==> config.mk <==
export PLATFORM = sky130hd
export DESIGN_NAME = fir_mac_sequencer
export DESIGN_NICKNAME = d
export VERILOG_FILES = /design/src/rtl/fir_mac_sequencer.sv
export SDC_FILE = /design/constraint.sdc
export NUM_CORES = 1
export LEC_CHECK = 0
export BUFFER_PORTS_ARGS = -buffer_cell sky130_fd_sc_hd__buf_2
export CAP_MARGIN = 20
export CORE_UTILIZATION = 45
export DETAILED_ROUTE_END_ITERATION = 6
export PLACE_DENSITY = 0.79
export REMOVE_ABC_BUFFERS = 1
export SYNTH_ARGS = -nofsm -noshare
export SYNTH_HDL_FRONTEND = slang
export SYNTH_SLANG_ARGS = --single-unit
==> constraint.sdc <==
create_clock -name clk -period 1.5 [get_ports clk]
set_input_delay 0.15 -clock clk [delete_from_list [all_inputs] [get_ports clk]]
set_output_delay 0.15 -clock clk [all_outputs]
set_load 0.01 [all_outputs]
==> src/rtl/fir_mac_sequencer.sv <==
// Purpose: sequencer for the 4-tap FIR MAC. It holds the coefficients and the delay line, runs one MAC transaction per sample and saturates the result.
// Latency: 6 cycles from the input accept edge to out_valid. The minimum sample period is 8 cycles.
// Backpressure: in_ready is high only in IDLE. The result is held in OUT until out_ready is seen.
// Ports: in_* is the sample stream. coef_* is the coefficient write port (writes are dropped while busy).
//        mac_enable, h_*, data_* go to the MAC. mac_data_out and mac_done come back from it.
//        out_* is the result stream. mac_err is a sticky flag for a missing mac_done.
module fir_mac_sequencer #(
    parameter int MAC_CYCLES   = 5,
    parameter int DONE_TIMEOUT = 3
) (
    input  logic       clk,
    input  logic       rst_n,
    input  logic [7:0] in_data,
    input  logic       in_valid,
    output logic       in_ready,
    input  logic       coef_wr,
    input  logic [1:0] coef_addr,
    input  logic [7:0] coef_data,
    output logic       coef_busy,
    output logic       mac_enable,
    output logic [7:0] h_0,
    output logic [7:0] h_1,
    output logic [7:0] h_2,
    output logic [7:0] h_3,
    output logic [7:0] data_0,
    output logic [7:0] data_1,
    output logic [7:0] data_2,
    output logic [7:0] data_3,
    input  logic [9:0] mac_data_out,
    input  logic       mac_done,
    output logic [7:0] out_data,
    output logic       out_valid,
    input  logic       out_ready,
    output logic       out_sat,
    output logic       mac_err
);

    typedef enum logic [1:0] {IDLE, RUN, CAPTURE, OUT} state_t;

    state_t     state, state_nxt;
    logic [3:0] cnt;        // enable-window count in RUN, wait count in CAPTURE
    logic [7:0] h_r [4];
    logic [7:0] x_r [4];
    logic       accept;
    logic       run_last;
    logic       cap_timeout;
    logic [7:0] sat_dat;
    logic       sat_flag;

    assign accept      = in_valid && in_ready;
    assign run_last    = (cnt == 4'(MAC_CYCLES - 1));
    assign cap_timeout = (cnt == 4'(DONE_TIMEOUT - 1));

    // The 10-bit value fits in 8 bits only when bits [9:7] are all equal.
    always_comb begin
        sat_dat  = mac_data_out[7:0];
        sat_flag = 1'b0;
        if (!mac_data_out[9] && (mac_data_out[8:7] != 2'b00)) begin
            sat_dat  = 8'h7F;
            sat_flag = 1'b1;
        end else if (mac_data_out[9] && (mac_data_out[8:7] != 2'b11)) begin
            sat_dat  = 8'h80;
            sat_flag = 1'b1;
        end
    end

    // State register
    always_ff @(posedge clk or negedge rst_n) begin
        if (!rst_n) state <= IDLE;
        else        state <= state_nxt;
    end

    // Next-state logic
    always_comb begin
        state_nxt = state;
        case (state)
            IDLE:    if (accept) state_nxt = RUN;
            RUN:     if (run_last) state_nxt = CAPTURE;
            CAPTURE: if (mac_done || cap_timeout) state_nxt = OUT;
            OUT:     if (out_ready) state_nxt = IDLE;
            default: state_nxt = IDLE;
        endcase
    end

    // Combinational outputs
    always_comb begin
        in_ready  = (state == IDLE);
        coef_busy = (state != IDLE);
    end

    // Registered datapath and outputs
    always_ff @(posedge clk or negedge rst_n) begin
        if (!rst_n) begin
            cnt        <= '0;
            mac_enable <= 1'b0;
            out_data   <= '0;
            out_valid  <= 1'b0;
            out_sat    <= 1'b0;
            mac_err    <= 1'b0;
            for (int i = 0; i < 4; i++) begin
                h_r[i] <= '0;
                x_r[i] <= '0;
            end
        end else begin
            case (state)
                IDLE: begin
                    if (coef_wr) h_r[coef_addr] <= coef_data;
                    if (accept) begin
                        x_r[3]     <= x_r[2];
                        x_r[2]     <= x_r[1];
                        x_r[1]     <= x_r[0];
                        x_r[0]     <= in_data;
                        mac_enable <= 1'b1;
                        cnt        <= '0;
                    end
                end
                RUN: begin
                    // Enable drops at the last window edge, so the MAC never sees a sixth enable.
                    if (run_last) begin
                        mac_enable <= 1'b0;
                        cnt        <= '0;
                    end else begin
                        cnt <= cnt + 4'd1;
                    end
                end
                CAPTURE: begin
                    if (mac_done) begin
                        out_data  <= sat_dat;
                        out_sat   <= sat_flag;
                        out_valid <= 1'b1;
                    end else if (cap_timeout) begin
                        mac_err   <= 1'b1;
                        out_data  <= '0;
                        out_sat   <= 1'b0;
                        out_valid <= 1'b1;
                    end else begin
                        cnt <= cnt + 4'd1;
                    end
                end
                OUT: begin
                    if (out_ready) out_valid <= 1'b0;
                end
                default: ;
            endcase
        end
    end

    assign h_0    = h_r[0];
    assign h_1    = h_r[1];
    assign h_2    = h_r[2];
    assign h_3    = h_r[3];
    assign data_0 = x_r[0];
    assign data_1 = x_r[1];
    assign data_2 = x_r[2];
    assign data_3 = x_r[3];

endmodule

==> results.md <==
- The flow ran to the end, but the final reports show violations.
- The checks that failed: negative setup slack.
- The starting utilization of the core area is 46.8%.
- After detailed routing, the number of remaining DRC violations is 0.
- The number of antenna repair diodes is 0.
- The count of buffers added on input and output ports is 111.
- The critical path required time is about 1.8 ns.
- The static leakage is 2.43 nW.
- The cell with the largest stage delay on the worst path is sky130_fd_sc_hd__dfrtp_1.
- In this run, distinct cell masters in the synthesized netlist total 37.
- The detailed router finished its first iteration with 39 violations.
- The highest metal layer used by the detailed router is met4.
- Setup repair after global routing could not meet its margin everywhere.
- The global-route wire length before repair is approximately 12,000 um.
- The end point of the critical path is cnt[0].
- The first TritonRoute pass finished after 4 iterations.
- The slew at the pin with the worst max-slew slack is about 0.44 ns.
- Wire segments on met2 add up to approximately 4200 um in the final route.
- Dividing the detail-routed wire length by the instance count gives ~16 um.
- In this run the register-to-register setup slack is -0.13 ns.
- Measured against its own limit, the worst slew margin works out to a little over two thirds.
- The number of setup violations in the final report is a little over 70.
- The number of cells produced by synthesis is 240.
- The sum of routed wire segments on met1 is ~3400 um.
- The source-to-sink clock delay at the later pin of the worst-skew pair is between 0.3 and 0.4 ns.
- The maximum level of the CTS H-tree is 3.
- Counting buffers and inverters, the worst setup path is 8 cells deep.
- The warning count from the yosys run is 0.
- The post-route core utilization is 67.5%.
- Grouping stages by cell kind, the critical path spends the most delay in compound AO/OA/AOI/OAI gates.
- The die is between 80 and 90 um tall.
- The via count normalized by instance count is 4.98.
- IR analysis of the VDD net gives a maximum drop of ~0.0011 V.
- The number of max-slew violations in the final report is 0.
- The fraction of power spent switching nets is a little over a third.
- The clock passes through at most 2 buffers.
- The min-delay analysis places its worst path in the category input port to flop.
- Summed over all nets, the half-perimeter wirelength after detailed placement is between 5000 and 6000 um.
- Per report_power, the combinational group accounts for approximately 49% of the total.
- The die is between 80 and 90 um wide.
- The most frequent standard cell in the layout excluding fill and tap cells is sky130_fd_sc_hd__buf_2.
- For this block, the routed nets add up to ~8000 um of wire.
- Summing all non-filler instances in the final layout gives an area of around 4900 um^2.
- After layout, the worst path uses 109% of the clock period.
- The synthesized netlist occupies a cell area of 3390 um^2.
- The internal power summed over all cells is between 0.006 and 0.007 W.
- The die area is 7890 um^2.
- After the last flow step, the layout net total stands at between 400 and 500.
- The buffering stage count on the worst path with inverters included is 3.
- Tracing the worst setup path back leads to its startpoint at state[0].
- The CTS tree is yes.
- The top cell types in the final layout, fill and taps aside, are sky130_fd_sc_hd__buf_2 (108), sky130_fd_sc_hd__dfrtp_1 (82), sky130_fd_sc_hd__mux2_2 (51).
- Fill cells in the final layout number 564.
- The initial antenna violation count was 0.
- The layout-stage area growth over the synthesis result is 44.2%.
- The critical path goes through inv_2 -> buf_6 -> ha_4 -> nor2b_4 -> a2111oi_4 -> buf_4 -> nand3_2 -> o21ai_1.
- The source of the worst register-to-register timing path is state[0].
- The maximum achievable frequency is about 0.61 GHz.
- Measured in cells, the most critical reg-to-reg path has a length of 8.
- A synthesized cell averages 14.1 um^2.
- The nature of the critical path endpoint is a flop.
- The number of buffers added by the clock tree synthesis step is 9.
- The clock-pin transition on the worst setup and hold timing paths is about 0.090 ns.
- The proportion of power drawn by flip-flops and latches is between 30% and 40%.
- The clock net in this run drives a total of between 80 and 90 sinks.
- After synthesis, flip-flops and latches occupy roughly three fifths of the total area.
- Global routing used just over 20% of the available tracks.
- Adding up every negative setup slack in the final design gives -3.94 ns.
- Max-cap violations in this run came to 0.
- The largest net degree at the start of global routing is 83.
- The smallest clock period supported by the final layout is computed as around 1.6 ns.
- The switching power total is 0.00380 W.
- The number of flip-flops and latches in the synthesized netlist is a little over 80.
- The routed length on met3 is 336 um.
- The post-route netlist has around two thirds of its cells at a drive strength greater than 1.
- The startpoint type of the worst setup path is a flop.
- The power per standard cell area is 2160 nW/um^2.
- Once placement finished, the instance area stood at between 4000 and 5000 um^2.
- The routability-driven placement congestion ratio is ~0.80.
- The worst register-to-register path ends at cnt[0].
- The via count of the first global-routing pass is 2,482.
- The setup skew after layout is a little under 0.006 ns.
- The initialized floorplan defines 31 standard-cell rows.
- The core outline area is just over 7000 um^2.
- The final count of hold timing violations is 0.
- around 110 I/O pins were placed.
- In this run the worst path has a maximum fanout of 5.
- The worst endpoint data arrival time is roughly 1.9 ns.
- The share of power burned in the clock network is between 10% and 20%.
- The cell at the root of the clock tree is sky130_fd_sc_hd__clkbuf_8.
- The global-route congestion overflow total is 0.
- The worst setup path is of the flop to flop kind.
- In the post-route analysis, the smallest setup slack over all paths is -0.132 ns.
- Detailed routing inserted a total of around 2,500 vias.
- In this design, the stage delay of the slowest critical-path cell is roughly 0.36 ns.
- Once detail routing completed, the nets flagged for antenna violations numbered 0.
==> sequential cells by signal, summed over array words and instances, names as in the netlist <==
register	cells
out_data	8
mac_err	1
h_3	8
mac_enable	1
h_2	8
data_2	8
state	2
data_0	8
cnt	4
data_3	8
h_0	8
h_1	8
out_valid	1
data_1	8
out_sat	1
==> through the flow <==
step           total power [W]  hold WS (ns)  cells  setup WS (ns)
4_1_cts                 0.0101       0.00846    487         -0.136
5_1_grt                 0.0113       0.00196    496         -0.235
3_3_place_gp           0.00797         0.213    468         -0.149
3_5_place_dp           0.00816         0.214    468         -0.215
2_1_floorplan          0.00619        -0.146    234         -0.510
6_report                0.0106        0.0245    496         -0.132
==> power by group through the flow <==
| stage | combinational, W | sequential [W] | clock (W) |
|---|---|---|---|
| 2_1_floorplan | 0.00182 | 0.00437 | 0 |
| 3_3_place_gp | 0.00411 | 0.00386 | 0 |
| 3_5_place_dp | 0.00424 | 0.00393 | 0 |
| 4_1_cts | 0.00469 | 0.00390 | 0.00149 |
| 5_1_grt | 0.00565 | 0.00407 | 0.00160 |
| 6_report | 0.00519 | 0.00392 | 0.00145 |
==> worst min path at each step <==
stage	start	end	cells past startpoint
finish	in_data[0]	data_0[0]	2
detailed placement	rst_n	h_0[1]	2
CTS	in_data[4]	data_0[4]	2
global placement	rst_n	h_3[1]	2
global route	in_data[0]	data_0[0]	2
floorplan	rst_n	cnt[0]	0
==> cells in the mapped netlist, drive strengths merged <==
master	instances	area share, %
nand4b	1	0.26
nand3b	1	0.22
nor2b	2	0.37
a2111oi	1	0.81
o22ai	1	0.18
nor2	12	1.3
o21ai	14	2.2
a31o	1	0.26
nor4bb	1	0.29
mux2i	1	0.29
and3	2	0.37
nand4	1	0.18
ha	8	2.9
mux2	65	22
clkbuf	1	0.11
nand3	3	0.44
nand2	13	1.5
a32o	2	0.59
dfrtp	82	60
o2bb2ai	2	0.52
a21oi	2	0.41
nor3	2	0.63
o221ai	1	0.44
nor3b	1	0.37
buf	5	0.74
a21boi	1	0.22
nand2b	3	0.55
nand4bb	1	0.33
inv	8	0.88
o211ai	1	0.22
o211a	1	0.29
==> cells by family after synthesis <==
group	share of synthesized area (%)
flip-flops	60.5
multiplexers	21.9
AND/OR/NAND/NOR	6.86
AO/OA/AOI/OAI	6.12
buffers and inverters	1.73
adder cells (fa/ha/maj)	2.95
==> timing repair <==
action	in CTS	in global routing
pin swaps	11	11
resized for setup	36	37
setup endpoints to repair	78	76
hold buffers	1	0
endpoints found under the hold margin	82	0
setup buffers	3	6
gates cloned	0	4
==> area by class of cell <==
class,count,area [um^2],share of cell area (%)
timing repair buffer,147,1010,20.7
clock buffer,9,124,2.53
inverter,8,35.0,0.716
tap,99,124,2.53
multi-input combinational,144,1500,30.5
clock inverter,7,52.6,1.07
sequential,82,2050,41.9
==> layer usage <==
layer / up-vias / GRT usage [%]
met4: 0 / 6.30
met3: 4 / 5.88
met5: - / 0
li1: 1164 / -
met2: 71 / 35.9
met1: 1232 / 24.4
No activity file was read; power rests on OpenSTA's default activity.
